==> config.mk <==
export PLATFORM = sky130hd
export DESIGN_NAME = control_pipeline
export DESIGN_NICKNAME = d
export VERILOG_FILES = /design/src/rtl/control_pipeline.sv
export SDC_FILE = /design/constraint.sdc
export NUM_CORES = 1
export LEC_CHECK = 0
export ABC_CLOCK_PERIOD_IN_PS = 4850
export CORE_MARGIN = 10
export CORE_UTILIZATION = 51
export DETAILED_ROUTE_END_ITERATION = 8
export GPL_TIMING_DRIVEN = 0
export HOLD_SLACK_MARGIN = 0.1
export PLACE_DENSITY = 0.84
export SLEW_MARGIN = 15
export SYNTH_ARGS = -nofsm -noshare
export SYNTH_HDL_FRONTEND = slang
export SYNTH_SLANG_ARGS = --single-unit
==> constraint.sdc <==
create_clock -name clk -period 4.85 [get_ports clk]
set_input_delay 0.485 -clock clk [delete_from_list [all_inputs] [get_ports clk]]
set_output_delay 0.485 -clock clk [all_outputs]
set_load 0.005 [all_outputs]
==> src/rtl/control_pipeline.sv <==
// Carries decoder control bits through the EX, MEM and WB stages (1/2/3 cycles after ID).
// Flags load-use stalls and selects EX operand forwarding; a flush bubbles EX and MEM.
module control_pipeline (
    input  logic       clk,
    input  logic       reset,
    input  logic       reg_dst_i,
    input  logic       alu_src_i,
    input  logic       mem_to_reg_i,
    input  logic       reg_write_i,
    input  logic       mem_read_i,
    input  logic       mem_write_i,
    input  logic       branch_ne_i,
    input  logic       branch_eq_i,
    input  logic [2:0] alu_op_i,
    input  logic [4:0] id_rs_i,
    input  logic [4:0] id_rt_i,
    input  logic [4:0] id_rd_i,
    input  logic       flush_i,
    output logic       ex_reg_dst_o,
    output logic       ex_alu_src_o,
    output logic [2:0] ex_alu_op_o,
    output logic       mem_read_o,
    output logic       mem_write_o,
    output logic       mem_branch_ne_o,
    output logic       mem_branch_eq_o,
    output logic       wb_mem_to_reg_o,
    output logic       wb_reg_write_o,
    output logic [4:0] wb_write_reg_o,
    output logic       stall_o,
    output logic [1:0] forward_a_o,
    output logic [1:0] forward_b_o
);

    typedef struct packed {
        logic       reg_dst;
        logic       alu_src;
        logic       mem_to_reg;
        logic       reg_write;
        logic       mem_read;
        logic       mem_write;
        logic       branch_ne;
        logic       branch_eq;
        logic [2:0] alu_op;
        logic [4:0] rs;
        logic [4:0] rt;
        logic [4:0] rd;
    } ex_t;

    typedef struct packed {
        logic       mem_to_reg;
        logic       reg_write;
        logic       mem_read;
        logic       mem_write;
        logic       branch_ne;
        logic       branch_eq;
        logic [4:0] write_reg;
    } mem_t;

    typedef struct packed {
        logic       mem_to_reg;
        logic       reg_write;
        logic [4:0] write_reg;
    } wb_t;

    ex_t  ex_q,  ex_d;
    mem_t mem_q, mem_d;
    wb_t  wb_q,  wb_d;

    logic [4:0] ex_write_reg;
    logic       stall;

    function automatic logic [1:0] fwd_sel(
        input logic [4:0] src,
        input logic       m_we,
        input logic [4:0] m_reg,
        input logic       w_we,
        input logic [4:0] w_reg
    );
        logic [1:0] sel;
        sel = 2'b00;
        if (m_we && (m_reg != 5'd0) && (m_reg == src)) begin
            sel = 2'b10;
        end else if (w_we && (w_reg != 5'd0) && (w_reg == src)) begin
            sel = 2'b01;
        end
        return sel;
    endfunction

    assign ex_write_reg = ex_q.reg_dst ? ex_q.rd : ex_q.rt;

    // A load whose result is needed by the very next instruction cannot be forwarded in time.
    assign stall = ex_q.mem_read && (ex_q.rt != 5'd0)
                   && ((ex_q.rt == id_rs_i) || (ex_q.rt == id_rt_i))
                   && !flush_i;

    always_comb begin
        ex_d = '0;
        if (!(flush_i || stall)) begin
            ex_d.reg_dst    = reg_dst_i;
            ex_d.alu_src    = alu_src_i;
            ex_d.mem_to_reg = mem_to_reg_i;
            ex_d.reg_write  = reg_write_i;
            ex_d.mem_read   = mem_read_i;
            ex_d.mem_write  = mem_write_i;
            ex_d.branch_ne  = branch_ne_i;
            ex_d.branch_eq  = branch_eq_i;
            ex_d.alu_op     = alu_op_i;
            ex_d.rs         = id_rs_i;
            ex_d.rt         = id_rt_i;
            ex_d.rd         = id_rd_i;
        end
    end

    always_comb begin
        mem_d = '0;
        if (!flush_i) begin
            mem_d.mem_to_reg = ex_q.mem_to_reg;
            mem_d.reg_write  = ex_q.reg_write;
            mem_d.mem_read   = ex_q.mem_read;
            mem_d.mem_write  = ex_q.mem_write;
            mem_d.branch_ne  = ex_q.branch_ne;
            mem_d.branch_eq  = ex_q.branch_eq;
            mem_d.write_reg  = ex_write_reg;
        end
    end

    always_comb begin
        wb_d            = '0;
        wb_d.mem_to_reg = mem_q.mem_to_reg;
        wb_d.reg_write  = mem_q.reg_write;
        wb_d.write_reg  = mem_q.write_reg;
    end

    always_ff @(posedge clk) begin
        if (reset) begin
            ex_q  <= '0;
            mem_q <= '0;
            wb_q  <= '0;
        end else begin
            ex_q  <= ex_d;
            mem_q <= mem_d;
            wb_q  <= wb_d;
        end
    end

    assign ex_reg_dst_o    = ex_q.reg_dst;
    assign ex_alu_src_o    = ex_q.alu_src;
    assign ex_alu_op_o     = ex_q.alu_op;
    assign mem_read_o      = mem_q.mem_read;
    assign mem_write_o     = mem_q.mem_write;
    assign mem_branch_ne_o = mem_q.branch_ne;
    assign mem_branch_eq_o = mem_q.branch_eq;
    assign wb_mem_to_reg_o = wb_q.mem_to_reg;
    assign wb_reg_write_o  = wb_q.reg_write;
    assign wb_write_reg_o  = wb_q.write_reg;
    assign stall_o         = stall;
    assign forward_a_o     = fwd_sel(ex_q.rs, mem_q.reg_write, mem_q.write_reg,
                                     wb_q.reg_write, wb_q.write_reg);
    assign forward_b_o     = fwd_sel(ex_q.rt, mem_q.reg_write, mem_q.write_reg,
                                     wb_q.reg_write, wb_q.write_reg);

endmodule

Word-level counts from Yosys, hierarchy flattened --
Index checks and enable logic that the tools add are counted.
Operators by class: muxes and demuxes 5, eq/ne operators 6, reduce and logical (&&, ||, !) cells 17
Operators with widths (number):
- 5-bit == test | 6
- 5-bit nonzero test | 3
- 1-bit logical AND | 9
- 5-bit two-way mux | 1
- 2-bit two-way mux | 2
- 2-bit OR reduction | 2
- 1-bit logical OR | 2
- 1-bit two-way mux | 2
- 1-bit zero test | 1
Storage, ports and cells: output and inout bits 21, register bits 44, logic and storage cells 50

Logic depth before layout (Yosys ltp) --
depth after elaboration 6, depth in mapped cells 6, mapped depth without buffers 4

Worst setup path before layout --
OpenSTA, ideal clock, no wires.
kind reg2out, start point reg ex_q[6] in the netlist's numbering, end point out stall_o, stages on the path, launching flop included 6, setup slack 2.944 ns, buffers on the path 2, data arrival time 1.421 ns, cell sequence dfxtp_1 > buf_6 > or4_1 > o21a_1 > buf_6 > and3b_2
On the way: word-level cells in the longest chain between the ends 4
RTL lines:
- start: declaration | line 65 | ex_t ex_q, ex_d;
- start signal: assignment | line 136 | ex_q <= '0;
- start signal: assignment | line 140 | ex_q <= ex_d;
- 5-bit == test / 5-bit nonzero test (equally long branches) | line 93, 92
- 1-bit logical OR / 1-bit logical AND (equally long branches) | line 93, 92
- 1-bit logical AND * | line 93 | && ((ex_q.rt == id_rs_i) || (ex_q.rt == id_rt_i))
- 1-bit logical AND * | line 94 | && !flush_i;
- end: declaration | line 29 | output logic stall_o,
Mark *: on every way between the ends. The rest lies on a longest branch, timed or not.

Worst setup path in the final report --
start point in id_rt_i[0], end point out stall_o
On the way: word-level cells in the longest chain between the ends 4
RTL lines:
- start: declaration | line 16 | input logic [4:0] id_rt_i,
- 5-bit == test | line 93
- 1-bit logical OR | line 93
- 1-bit logical AND | line 93
- 1-bit logical AND | line 94
Every way passes these cells.

==> flow_summary.html <==
<table>
<tr><th>Metric</th><th>Value</th></tr>
<tr><th colspan="2">Run status</th></tr>
<tr><td>Result of the run</td><td>complete, no violations</td></tr>
<tr><th colspan="2">GRT</th></tr>
<tr><td>Global-route wire length before repair</td><td>6670 um</td></tr>
<tr><td>GRT Resource Usage Total</td><td>12.9%</td></tr>
<tr><td>Number of antenna violations at the first check in global routing</td><td>0</td></tr>
<tr><td>Vias in the first global route</td><td>1469</td></tr>
<tr><td>Largest net degree at the start of global routing</td><td>14</td></tr>
<tr><td>Final global-route overflow total</td><td>0</td></tr>
<tr><th colspan="2">Synth</th></tr>
<tr><td>Top post-synthesis cells by area</td><td>dfxtp_1, a21oi_2, xnor2_1</td></tr>
<tr><td>Synthesized-area fraction occupied by ao, oa, aoi and oai cells</td><td>12.6%</td></tr>
<tr><td>Cell taking the most area after synthesis</td><td>dfxtp_1</td></tr>
<tr><td>Multiplexer fraction of the synthesized cell area</td><td>2.68%</td></tr>
<tr><td>Dominant combinational cell family by area after synthesis</td><td>simple AND/OR/NAND/NOR gates</td></tr>
<tr><td>Synthesized Nets</td><td>217</td></tr>
<tr><td>Post-synthesis share of cell area spent on full adders, half adders and majority gates</td><td>0%</td></tr>
<tr><td>Register bit count reported by yosys</td><td>44</td></tr>
<tr><td>Simple-Gate Fraction of Synth Area</td><td>16.5%</td></tr>
<tr><td>Yosys warning total</td><td>0</td></tr>
<tr><td>Count of mapped cells out of synthesis</td><td>188</td></tr>
<tr><td>Post-synthesis cell area</td><td>0.00187 sq mm</td></tr>
<tr><td>Distinct cell type count after synthesis</td><td>24</td></tr>
<tr><td>Yosys top cell area share</td><td>47.1%</td></tr>
<tr><td>Mean instance size in the synthesized netlist</td><td>9.94 sq um</td></tr>
<tr><td>Xor/xnor cell area share of the yosys netlist</td><td>14.1%</td></tr>
<tr><td>Sequential area share after synthesis</td><td>47.1%</td></tr>
<tr><th colspan="2">Final layout</th></tr>
<tr><td>Area of combinational cells with multiple inputs</td><td>856 sq um</td></tr>
<tr><td>Total non-filler cell area in the finished layout</td><td>0.00250 sq mm</td></tr>
<tr><td>Number of inserted diodes</td><td>0</td></tr>
<tr><td>Layout area overhead</td><td>33.7%</td></tr>
<tr><td>Number of nets at the end of the flow</td><td>273</td></tr>
<tr><td>FF+latch area</td><td>881 sq um</td></tr>
<tr><td>End-of-flow core utilization</td><td>72.6%</td></tr>
<tr><td>Number of non-filler instances in the completed layout</td><td>290</td></tr>
<tr><td>Share of layout cells above drive strength 1</td><td>17.2%</td></tr>
<tr><td>Number of filler cells placed in the layout</td><td>271</td></tr>
<tr><th colspan="2">Critical path</th></tr>
<tr><td>Critical Path Start Type</td><td>primary input</td></tr>
<tr><td>Required time reported for the critical path endpoint</td><td>4370 ps</td></tr>
<tr><td>Critical Path AT</td><td>2360 ps</td></tr>
<tr><td>R2r setup slk</td><td>3100 ps</td></tr>
<tr><td>Worst setup path category</td><td>in2out</td></tr>
<tr><td>R2R Path End</td><td>ex_q[23]$_SDFF_PP0_</td></tr>
<tr><td>Biggest fanout along the worst timing path</td><td>9</td></tr>
<tr><td>Critical register-to-register path startpoint</td><td>ex_q[9]$_SDFF_PP0_</td></tr>
<tr><td>Count of cells along the worst register-to-register path</td><td>6</td></tr>
<tr><td>Type of element capturing the critical path</td><td>output port</td></tr>
<tr><th colspan="2">Drt</th></tr>
<tr><td>Uppermost signal routing layer after detailed routing</td><td>met4</td></tr>
<tr><td>Met2 wire length</td><td>2080 um</td></tr>
<tr><td>Number of antenna-violating nets in the routed design</td><td>0</td></tr>
<tr><td>Final wirelength</td><td>4150 um</td></tr>
<tr><td>Via total after detailed routing</td><td>1377</td></tr>
<tr><td>Via density per instance</td><td>4.75</td></tr>
<tr><td>Number of detailed-routing iterations run before antenna repair</td><td>4</td></tr>
<tr><td>Starting DRT DRC Count</td><td>38</td></tr>
<tr><td>Met3 wirelength from detailed routing</td><td>207 um</td></tr>
<tr><td>Residual DRC</td><td>0</td></tr>
<tr><td>Routed length on met1</td><td>1810 um</td></tr>
<tr><td>DR WL/cell</td><td>14.3 um</td></tr>
<tr><th colspan="2">STA</th></tr>
<tr><td>RSZ-0062 raised after global routing</td><td>false</td></tr>
<tr><td>Clk_skew</td><td>7.15 ps</td></tr>
<tr><td>Final worst-path cycle share</td><td>58.6%</td></tr>
<tr><td>Total count of hold-check failures in the final report</td><td>0</td></tr>
<tr><td>Measured slew at the worst slew-check pin</td><td>428 ps</td></tr>
<tr><td>Final-layout worst hold slack</td><td>428 ps</td></tr>
<tr><td>Sum of negative setup slack</td><td>0 ps</td></tr>
<tr><td>Highest attainable clock frequency</td><td>0.352 GHz</td></tr>
<tr><td>Final Max Tran Viols</td><td>0</td></tr>
<tr><td>Final min period</td><td>2840 ps</td></tr>
<tr><td>Final setup fails</td><td>0</td></tr>
<tr><td>Max-slew headroom at the worst pin</td><td>71.4%</td></tr>
<tr><th colspan="2">CTS</th></tr>
<tr><td>Total number of H-tree levels</td><td>2</td></tr>
<tr><td>Setup Buffers After CTS</td><td>0</td></tr>
<tr><td>CTS Hold Bufs</td><td>0</td></tr>
<tr><td># clock sinks</td><td>44</td></tr>
<tr><td>Insertion delay to the later sink of the worst-skew pair</td><td>300 ps</td></tr>
<tr><td>TritonCTS clock tree</td><td>done</td></tr>
<tr><td>Post-cts resize count</td><td>0</td></tr>
<tr><td>Max Root-Sink Buffers</td><td>2</td></tr>
<tr><td>CTS Buf Count</td><td>5</td></tr>
<tr><td>Register clock-pin slew on the reported worst setup and hold paths</td><td>80 ps</td></tr>
<tr><td>Clk Tree Root Cell</td><td>clkbuf_8</td></tr>
<tr><th colspan="2">Floorplanning</th></tr>
<tr><td>Row count</td><td>21</td></tr>
<tr><td>Die W</td><td>80.5 um</td></tr>
<tr><td>Overall die area</td><td>0.00649 sq mm</td></tr>
<tr><td>Core area</td><td>0.00344 sq mm</td></tr>
<tr><td>Ports</td><td>50</td></tr>
<tr><td>Initial standard-cell utilization of the core</td><td>54.3%</td></tr>
<tr><td>Die Height</td><td>80.5 um</td></tr>
<tr><th colspan="2">Power</th></tr>
<tr><td>Sequential Power Share</td><td>55.1%</td></tr>
<tr><td>Peak supply drop</td><td>175 uV</td></tr>
<tr><td>Power per cell area</td><td>274 mW/mm^2</td></tr>
<tr><td>Gate power share</td><td>13.1%</td></tr>
<tr><td>Fraction of power spent switching nets</td><td>24.0%</td></tr>
<tr><td>Relative contribution of the clock network to total power</td><td>31.7%</td></tr>
<tr><td>Leakage power summed over all cells</td><td>0.993 nW</td></tr>
<tr><td>Total internal power</td><td>0.000520 W</td></tr>
<tr><td>Net Switching</td><td>0.000164 W</td></tr>
<tr><th colspan="2">Min path</th></tr>
<tr><td>Hold-critical path endpoint</td><td>mem_q[9]$_SDFF_PP0_</td></tr>
<tr><td>Class of the tightest hold or removal check</td><td>reg2reg</td></tr>
<tr><td>Worst hold path startpoint</td><td>ex_q[22]$_SDFF_PP0_</td></tr>
<tr><td>Hold Path Stages</td><td>1</td></tr>
<tr><th colspan="2">Place</th></tr>
<tr><td>Inst Count DP</td><td>283</td></tr>
<tr><td>Placer's final routability congestion estimate</td><td>0.791</td></tr>
<tr><td>Port buffer count</td><td>49</td></tr>
<tr><td>Dpl cell area</td><td>0.00242 sq mm</td></tr>
<tr><td>Estimated wirelength of the detail-placed design</td><td>3210 um</td></tr>
<tr><th colspan="2">Run</th></tr>
<tr><td>Number of max-cap violations</td><td>0</td></tr>
</table>
-- power by group through the flow --
stage / Clock (W) / Combinational [W] / Sequential, W
5_1_grt: 0.000234 / 0.0000984 / 0.000379
6_report: 0.000217 / 0.0000899 / 0.000377
3_3_place_gp: 0 / 0.0000891 / 0.000385
2_1_floorplan: 0 / 0.0000497 / 0.000385
4_1_cts: 0.000220 / 0.0000908 / 0.000377
3_5_place_dp: 0 / 0.0000903 / 0.000386
-- registers in the layout, indices dropped and copies added, names as in the netlist --
signal           flops
wb_mem_to_reg_o      1
ex_alu_src_o         1
mem_branch_ne_o      1
ex_alu_op_o          3
mem_q                7
ex_reg_dst_o         1
mem_branch_eq_o      1
mem_write_o          1
wb_reg_write_o       1
wb_write_reg_o       5
ex_q                21
mem_read_o           1
-- routing by layer --
layer  GRT usage [%]  vias up
met1            14.5      624
met2            22.6       28
met4            3.70        0
met3            3.90        5
li1                -      720
met5               0        -
-- cell usage after synthesis --
library cell	n
mux2i_1	5
nand2_1	28
nand3_1	4
o22ai_2	1
buf_4	4
xnor2_1	16
o21ai_1	1
clkbuf_1	4
nor2_1	6
xor2_1	14
or4_1	5
a21oi_1	6
o21a_1	1
o21ai_0	1
buf_6	2
a21oi_2	20
or2_1	1
and2_1	6
and3b_2	1
dfxtp_1	44
nor2b_1	7
buf_2	5
nor4_1	4
buf_12	2
-- cell type report --
type,count,share of cell area (%)
clock buffers,5,2.75
multi-input cells,127,34.3
well taps,46,2.30
repair buffers,49,19.6
clock inverters,2,0.501
plain buffers,17,5.31
flip-flops and latches,44,35.3
-- cells in the final DEF (no fill, tap or decap), drive strengths merged --
| cell type | n |
|---|---|
| clkinvlp | 1 |
| clkinv | 1 |
| dfxtp | 44 |
| and3b | 1 |
| a21oi | 26 |
| nor2b | 7 |
| or4 | 5 |
| nor2 | 6 |
| nand3 | 4 |
| or2 | 1 |
| mux2i | 5 |
| buf | 13 |
| o22ai | 1 |
| nand2 | 28 |
| clkbuf | 9 |
| nor4 | 4 |
| o21ai | 2 |
| o21a | 1 |
| clkdlybuf4s50 | 49 |
| xnor2 | 16 |
| and2 | 6 |
| xor2 | 14 |
-- per-stage QoR --
step | total power (W) | setup slack (ps)
after floorplan | 0.000434 | 2940
after global placement | 0.000474 | 2010
after detailed placement | 0.000476 | 2020
after CTS | 0.000688 | 2010
after global routing | 0.000711 | 1920
final | 0.000684 | 2010
-- logic make-up (layout without fill, tap and decap cells) --
family | count (synthesis) | count (layout)
AO/OA/AOI/OAI | 30 | 30
XOR/XNOR | 30 | 30
multiplexers | 5 | 5
flip-flops | 44 | 44
buffers and inverters | 17 | 73
AND/OR/NAND/NOR | 62 | 62
-- critical path, stage by stage --
cell,delay (ps)
clkdlybuf4s50_1,500
xnor2_1,130
nand3_1,110
o22ai_2,390
and3b_2,230
clkdlybuf4s50_1,510
-- how the worst max path moves through the flow --
| stage | start | cells after the start | slack (ps) | endpoint |
|---|---|---|---|---|
| floorplan | ex_q[6]$_SDFF_PP0_ | 5 | 2940 | stall_o |
| finish | id_rt_i[0] | 6 | 2010 | stall_o |
| CTS | id_rt_i[0] | 6 | 2010 | stall_o |
| global route | id_rt_i[0] | 6 | 1920 | stall_o |
| detailed placement | id_rt_i[0] | 6 | 2020 | stall_o |
| global placement | id_rt_i[4] | 6 | 2010 | stall_o |
Note: power is estimated with default switching activity, not from simulation.
